$ cat config.mk
export PLATFORM = sky130hd
export DESIGN_NAME = fir_dsp_flat
export DESIGN_NICKNAME = d
export VERILOG_FILES = /design/src/rtl/fir_dsp_if.sv /design/src/rtl/fir_dsp.sv /design/src/flat_wrapper.sv
export SDC_FILE = /design/constraint.sdc
export NUM_CORES = 1
export LEC_CHECK = 0
export BUFFER_PORTS_ARGS = -buffer_cell sky130_fd_sc_hd__buf_4
export CORE_MARGIN = 3
export CORE_UTILIZATION = 35
export CTS_CLUSTER_DIAMETER = 200
export CTS_CLUSTER_SIZE = 24
export DETAILED_ROUTE_END_ITERATION = 10
export PLACE_DENSITY = 0.6
export REMOVE_ABC_BUFFERS = 1
export SKIP_LAST_GASP = 1
export SYNTH_ARGS = -nofsm -noshare
export SYNTH_HDL_FRONTEND = slang
export SYNTH_SLANG_ARGS = --single-unit
$ cat constraint.sdc
create_clock -name clk_i -period 31.8 [get_ports clk_i]
set_clock_uncertainty 0.15 [all_clocks]
set_input_delay 9.54 -clock clk_i [delete_from_list [all_inputs] [get_ports clk_i]]
set_output_delay 9.54 -clock clk_i [all_outputs]
set_load 0.03 [all_outputs]
$ cat src/rtl/fir_dsp_if.sv
// fir_dsp_if: groups the FIR MAC engine's per-cycle inputs and its outputs.
//   clk_en_i      clock enable
//   tap           signed coefficient for the current tap
//   tapnum        index of the current tap
//   signalWindow  signed sample window [0:NUM_TAPS-1]
//   result_o      saturated filtered sample
//   done          one-cycle completion pulse
// master: the driver of taps/window (reads results); slave: the MAC engine.
interface fir_dsp_if #(
  parameter int NUM_TAPS = 10,
  parameter int DATA_W   = 16,
  parameter int RES_W    = 33,
  parameter int IDX_W    = 8
);
  logic              clk_en_i;
  logic [DATA_W-1:0] tap;
  logic [IDX_W-1:0]  tapnum;
  logic [DATA_W-1:0] signalWindow [0:NUM_TAPS-1];
  logic [RES_W-1:0]  result_o;
  logic              done;

  modport master (
    output clk_en_i, tap, tapnum, signalWindow,
    input  result_o, done
  );

  modport slave (
    input  clk_en_i, tap, tapnum, signalWindow,
    output result_o, done
  );
endinterface

$ cat src/rtl/fir_dsp.sv
// fir_dsp: 10-tap FIR multiply-accumulate engine for the audio EQ datapath.
// One tap per enabled cycle: tap * signalWindow[tapnum] is added to a running
// sum; tapnum==0 restarts the sum, the last tap publishes the saturated total
// on result_o with a registered one-cycle done pulse.
// Ports:
//   clk_i   rising-edge clock
//   rst_ni  synchronous active-low reset (wins over clk_en_i)
//   bus     fir_dsp_if slave: clk_en_i, tap, tapnum, signalWindow in;
//           result_o, done out
module fir_dsp #(
  parameter int NUM_TAPS = 10,
  parameter int DATA_W   = 16,
  parameter int RES_W    = 33,
  parameter int IDX_W    = 8
) (
  input  logic        clk_i,
  input  logic        rst_ni,
  fir_dsp_if.slave    bus
);

  localparam int PROD_W = 2 * DATA_W;
  localparam int ACC_W  = RES_W + 4;

  // Saturation bounds of the RES_W signed range, expressed at accumulator width.
  localparam logic signed [ACC_W-1:0] RES_MAX =
    {{(ACC_W-RES_W+1){1'b0}}, {(RES_W-1){1'b1}}};
  localparam logic signed [ACC_W-1:0] RES_MIN =
    {{(ACC_W-RES_W+1){1'b1}}, {(RES_W-1){1'b0}}};

  localparam logic [IDX_W-1:0] LAST_IDX = IDX_W'(NUM_TAPS - 1);
  localparam logic [IDX_W-1:0] NUM_IDX  = IDX_W'(NUM_TAPS);

  logic signed [ACC_W-1:0]  acc;
  logic        [DATA_W-1:0] win_sample;
  logic signed [PROD_W-1:0] prod;
  logic signed [ACC_W-1:0]  prod_ext;
  logic signed [ACC_W-1:0]  sum;
  logic        [RES_W-1:0]  sat_sum;
  logic                     in_range;
  logic                     first_tap;
  logic                     last_tap;

  always_comb begin
    in_range  = (bus.tapnum < NUM_IDX);
    first_tap = (bus.tapnum == '0);
    last_tap  = (bus.tapnum == LAST_IDX);

    // Explicit compare-select keeps out-of-range indices from reading past the window.
    win_sample = '0;
    for (int unsigned i = 0; i < NUM_TAPS; i++) begin
      if (bus.tapnum == IDX_W'(i)) win_sample = bus.signalWindow[i];
    end

    prod     = $signed(bus.tap) * $signed(win_sample);
    prod_ext = {{(ACC_W-PROD_W){prod[PROD_W-1]}}, prod};
    sum      = (first_tap ? '0 : acc) + prod_ext;

    if (sum > RES_MAX)      sat_sum = RES_MAX[RES_W-1:0];
    else if (sum < RES_MIN) sat_sum = RES_MIN[RES_W-1:0];
    else                    sat_sum = sum[RES_W-1:0];
  end

  always_ff @(posedge clk_i) begin
    if (!rst_ni) begin
      acc          <= '0;
      bus.result_o <= '0;
      bus.done     <= 1'b0;
    end else if (bus.clk_en_i) begin
      if (in_range) begin
        acc      <= sum;
        bus.done <= last_tap;
        if (last_tap) bus.result_o <= sat_sum;
      end else begin
        bus.done <= 1'b0;
      end
    end
  end

endmodule

$ cat src/flat_wrapper.sv
// flat-port wrapper written by rule: the top's interface ports become plain ports
module fir_dsp_flat 
#(
  parameter int NUM_TAPS = 10,
  parameter int DATA_W   = 16,
  parameter int RES_W    = 33,
  parameter int IDX_W    = 8
)
  (clk_i, rst_ni, bus_clk_en_i, bus_tap, bus_tapnum, bus_signalWindow, bus_result_o, bus_done);
  fir_dsp_if #(.NUM_TAPS(NUM_TAPS), .DATA_W(DATA_W), .RES_W(RES_W), .IDX_W(IDX_W)) bus_i ();
  input  logic clk_i;
  input  logic rst_ni;
  input wire logic [$bits(bus_i.clk_en_i)-1:0] bus_clk_en_i;
  input wire logic [$bits(bus_i.tap)-1:0] bus_tap;
  input wire logic [$bits(bus_i.tapnum)-1:0] bus_tapnum;
  input wire logic [$bits(bus_i.signalWindow)-1:0] bus_signalWindow;
  output wire logic [$bits(bus_i.result_o)-1:0] bus_result_o;
  output wire logic [$bits(bus_i.done)-1:0] bus_done;
  assign bus_i.clk_en_i = bus_clk_en_i;
  assign bus_i.tap = bus_tap;
  assign bus_i.tapnum = bus_tapnum;
  assign bus_i.signalWindow = {>>{bus_signalWindow}};
  assign bus_result_o = bus_i.result_o;
  assign bus_done = bus_i.done;
  fir_dsp #(.NUM_TAPS(NUM_TAPS), .DATA_W(DATA_W), .RES_W(RES_W), .IDX_W(IDX_W)) u_core (.clk_i(clk_i), .rst_ni(rst_ni), .bus(bus_i));
endmodule
=== Word-level counts from Yosys, hierarchy flattened ===
Index checks and enable logic that the tools add are counted.

* Flip-flop bits (word level): 71
* Output and inout bits: 34
* Word-level logic and storage cells: 34
* Input port bits: 187

* Equality and inequality tests: 9
* Multipliers: 1
* Order comparisons: 3
* Add/subtract/negate cells: 1
* Mux-type cells: 14
* Reductions and logical operators: 3

{| class="wikitable"
|+ Operators by type and width
! operator !! count
|-
| 2-to-1 mux 16 bit || 10
|-
| 2-to-1 mux 33 bit || 2
|-
| adder 37 bit || 1
|-
| > comparator 37 x 33 -> 1 bit (second input constant) || 1
|-
| < comparator 37 x 33 -> 1 bit (second input constant) || 1
|-
| 2-to-1 mux 37 bit || 1
|-
| == test 8 x 3 -> 1 bit (second input constant) || 4
|-
| multiplier 16 x 16 -> 32 bit || 1
|-
| == test 8 x 2 -> 1 bit (second input constant) || 2
|-
| == test 8 x 4 -> 1 bit (second input constant) || 2
|-
| == test 8 x 1 -> 1 bit (second input constant) || 1
|-
| zero test 8 bit || 1
|-
| < comparator 8 x 4 -> 1 bit (second input constant) || 1
|-
| AND reduction 3 bit || 1
|-
| AND reduction 2 bit || 1
|-
| 2-to-1 mux 1 bit || 1
|}

=== Depth between registers and ports, before layout ===
* Word-level depth: 16
* Gate-level depth with buffers: 49
* Mapped depth without buffers: 44

=== Worst setup path before layout ===
OpenSTA, ideal clock, no wires.

* Path kind: input port to flip-flop
* Start point: input bus_tapnum[0]
* End point: register u_core.bus.result_o[15]
* Required time: 31.528 ns
* Setup slack: 11.911 ns
* Library setup time: 0.122 ns
* Cell stages on the path: 43
* Path buffers: 5
* Data arrival time: 19.617 ns
* Path through: clkbuf_1 > clkbuf_1 > buf_1 > clkbuf_1 > mux2i_1 > o21ai_0 > a221oi_1 > nand3_1 > nand2_1 > fa_1 > fa_1 > fa_1 > inv_1 > fa_1 > fa_1 > inv_1 > fa_1 > inv_1 > [7 not listed] > a21oi_1 > o21bai_1 > a21o_1 > a221oi_1 > xnor2_1 > ha_1 > nand4_1 > nor2_1 > a221oi_1 > o211ai_1 > a31oi_1 > nor2_1 > xor2_1 > nor4_1 > nor3_4 > nor2_1 > buf_2 > a21oi_1

* Longest elaborated chain between the ends: 16
* Elaborated cells on any way between the ends: 29
* Those cells by class: add/sub: 1; mul: 1; order compare: 3; eq/ne: 9; mux: 13; reduce/logical: 2

{| class="wikitable"
|+ Ends and longest elaborated chain
! element !! RTL line !! source
|-
| start: declaration || flat_wrapper.sv:15 || <nowiki>input wire logic [$bits(bus_i.tapnum)-1:0] bus_tapnum;</nowiki>
|-
| zero test 8 bit || fir_dsp.sv:45, fir_dsp.sv:51 ||
|-
| 2-to-1 mux 16 bit (10 in a row) || fir_dsp.sv:51 || <nowiki>if (bus.tapnum == IDX_W'(i)) win_sample = bus.signalWindow[i];</nowiki>
|-
| multiplier 16 x 16 -> 32 bit || fir_dsp.sv:54 || <nowiki>prod = $signed(bus.tap) * $signed(win_sample);</nowiki>
|-
| adder 37 bit || fir_dsp.sv:56 || <nowiki>sum = (first_tap ? '0 : acc) + prod_ext;</nowiki>
|-
| < comparator 37 x 33 -> 1 bit || fir_dsp.sv:59 || <nowiki>else if (sum < RES_MIN) sat_sum = RES_MIN[RES_W-1:0];</nowiki>
|-
| 2-to-1 mux 33 bit || fir_dsp.sv:59 ||
|-
| 2-to-1 mux 33 bit || fir_dsp.sv:58 || <nowiki>if (sum > RES_MAX) sat_sum = RES_MAX[RES_W-1:0];</nowiki>
|-
| end signal: assignment || fir_dsp.sv:72 || <nowiki>if (last_tap) bus.result_o <= sat_sum;</nowiki>
|-
| end: declaration || fir_dsp_if.sv:29 || <nowiki>output result_o, done</nowiki>
|}

Parallel ways exist; a longest one is shown, timed or not.
A chain may end at the register's enable or synchronous reset.

=== Final worst setup path ===
* Start point: input bus_tapnum[7]
* End point: register u_core.bus.result_o[28]

Same word-level chain as after synthesis.

==> flow_summary.json <==
{
  "status": "complete, no violations",
  "synth_edf_count": 0,
  "cp_num_buf_inv": 8,
  "overflow": 0,
  "area_growth_pct": 16.0,
  "clock-sinks": 71,
  "crit_type": "input port to register",
  "initialDrtViolationCount": 930,
  "path_clk_slew_ns": 0.06,
  "antenna_found_initial": 1,
  "setup_ws_ns": 10.88,
  "synth.distinct_cells": 77,
  "max_freq_mhz": 47.8,
  "finalNetCount": 2613,
  "synth_area_leader_cell": "fa_1",
  "required_ns": 31.86,
  "drive_gt1_share_pct": 14.2,
  "slew_headroom_pct": 16.5,
  "grt_pass1_vias": 14300,
  "max_slew.worst_pin.slew_ns": 1.25,
  "synth-seq-area-share_pct": 9.07,
  "synth-warning-count": 0,
  "grt_pass1_wl_um": 81700,
  "hold_class": "register to register",
  "dp_hpwl_um": 43100,
  "whs_path_depth": 2,
  "setup_tns_ns": 0,
  "ff2ff_path_depth": 15,
  "start_util_pct": 35.9,
  "n_antenna_cell": 0,
  "critPathTopFamily": "compound AO/OA/AOI/OAI gates",
  "routed_wl_um": 51600,
  "netlist_instances": 1876,
  "drv_slew": 0,
  "cts_tree": "done",
  "ctsResizeCount": 0,
  "rsz0062_at_grt": "no",
  "power.density_nw_per_um2": 18.9,
  "p_leak_uw": 0.00898,
  "cts-buffers-inserted": 9,
  "drt_first_pass_iters": 5,
  "critPathArrivalTime_ns": 20.98,
  "hold_viol": 0,
  "post-place-ws_ns": 10.63,
  "cp_common_cell": "fa_1",
  "die_area_sq_um": 47300,
  "die_h_um": 218,
  "period_share_pct": 65.8,
  "place_inst": 2618,
  "grt.total_usage_pct": 21.9,
  "insertion_delay_ns": 0.34,
  "crit_fanout": 30,
  "htreeDepth": 3,
  "postRouteAntennaNets": 0,
  "clockBufferDepth": 2,
  "wl_per_cell_um": 19.6,
  "syn_area_sq_um": 15700,
  "maxCapViolations": 0,
  "via_per_inst": 5.18,
  "end_kind": "register",
  "placementRows": 76,
  "core_sq_um": 43600,
  "io_pins": 221,
  "ys_seq_elements": 71,
  "post_cts_buffers": 0,
  "gp_congestion": 0.952,
  "irDropWorstVdd_mv": 0.0264,
  "finalPower_uw": 343,
  "clk_root_buffer_cell": "clkbuf_16",
  "vias": 13600,
  "crit_slowest_cell": "nor3_2",
  "cpPeakStageDelay_ns": 0.81,
  "synthFlopType": "dfxtp_1",
  "synthArstFlopShare_pct": 0,
  "start_kind": "input port",
  "die-width_um": 218,
  "path_depth": 45,
  "finalCriticalPeriod_ns": 20.92,
  "synth_area_leaders": "fa_1 34%, ha_1 9.5%, dfxtp_1 9.1%, inv_1 7.8%, nand2_1 5.1%",
  "yosysTopAreaCellShare_pct": 33.6,
  "finalSetupViolCount": 0,
  "grt_max_degree": 72,
  "hold_buffers": 0,
  "fin_cells": 2633,
  "drc": 0,
  "io_buffer_count": 220,
  "avgSynthCellArea_sq_um": 8.35
}
## synth_stat cells (22+ instances only)
library cell  number
xnor2_1           49
nand2_1          214
a22oi_1           22
a21oi_1           75
ha_1             119
clkbuf_1          63
a31oi_1           31
o21ai_0           88
fa_1             263
inv_1            327
nor2_1           144
dfxtp_1           71
and2_1            80
nand2b_1          29
## through the flow
step	cell area (sq um)	hold slack, ns	utilization (%)
finish	18200	0.308	41.6
global route	18200	0.334	41.6
CTS	18200	0.312	41.6
detailed placement	17900	0.305	41.0
global placement	17900	0.296	41.0
floorplan	15400	0.289	-
## worst paths after layout
| kind | to | startpoint | slack [ns] |
|---|---|---|---|
| max reg2reg | u_core.bus.result_o[11]$_SDFFE_PN0P_ | u_core.acc[0]$_SDFFE_PN0P_ | 27.27 |
| min reg2reg | u_core.acc[6]$_SDFFE_PN0P_ | u_core.acc[6]$_SDFFE_PN0P_ | 0.31 |
| max | u_core.bus.result_o[28]$_SDFFE_PN0P_ | bus_tapnum[7] | 10.88 |
| min | u_core.acc[6]$_SDFFE_PN0P_ | u_core.acc[6]$_SDFFE_PN0P_ | 0.31 |
## worst register-to-register path, delay by kind of cell (launching register included)
family | cells | cell delay, ns
adders and majority gates | 2 | 0.61
AOI/OAI and AO/OA | 8 | 2.61
buffers and inverters | 1 | 0.07
DFF | 1 | 0.32
and+or+nand+nor | 4 | 0.72
## cells by family after synthesis
group                    count (synthesis)  share of synthesized area, %
AO/OA/AOI/OAI                          383                          16.6
XOR/XNOR                                64                          3.58
adder cells (fa/ha/maj)                382                          43.1
buffers and inverters                  405                          9.89
flip-flops                              71                          9.07
multiplexers                            23                          1.64
AND/OR/NAND/NOR                        548                          16.2
## sequential cells by signal, summed over array words and instances (netlist names)
name                 cells
u_core.bus.result_o     33
u_core.bus.done          1
u_core.acc              37
## area by class of cell
cell class                      count  area, sq um
Clock buffer                       10          239
Clock inverter                      5         58.8
Fill cell                        4392        25500
Inverter                          328         1230
Multi-Input combinational cell   1400        12700
Sequential cell                    71         1420
Tap cell                          585          732
Timing Repair Buffer              234         1760
## power breakdown
part           switching (uW)  internal [uW]
combinational            90.4           60.8
clock                    40.4           62.4
sequential              0.148           89.3
## routing by layer
layer	up-vias	part of all wire, %	track usage [%]
li1	6409	-	-
met1	6652	44	30.1
met2	504	47	36.7
met3	81	6.4	2.35
met4	0	2.8	6.39
met5	-	0	0
## placed cells by master (no fill, tap or decap), types with 5 or more instances in the layout
master,count
inv_1,327
fa_1,263
buf_4,234
nand2_1,214
nor2_1,142
ha_1,119
o21ai_0,88
and2_1,80
a21oi_1,75
dfxtp_1,71
xnor2_1,49
a31oi_1,31
nand2b_1,29
a22oi_1,22
a21boi_0,19
nand3_1,17
a21o_1,17
o21a_1,16
xor2_1,15
o21bai_1,13
a221oi_1,12
mux2i_1,11
mux2_2,11
a211oi_1,11
nor2b_1,9
nand4_1,9
nor3_1,9
a21oi_2,9
clkbuf_16,9
a221o_1,8
o211ai_1,8
and3_1,7
nor4_1,5
a222oi_1,5
or3_1,5
o31ai_1,5
Power figures use the tool's default switching activity.
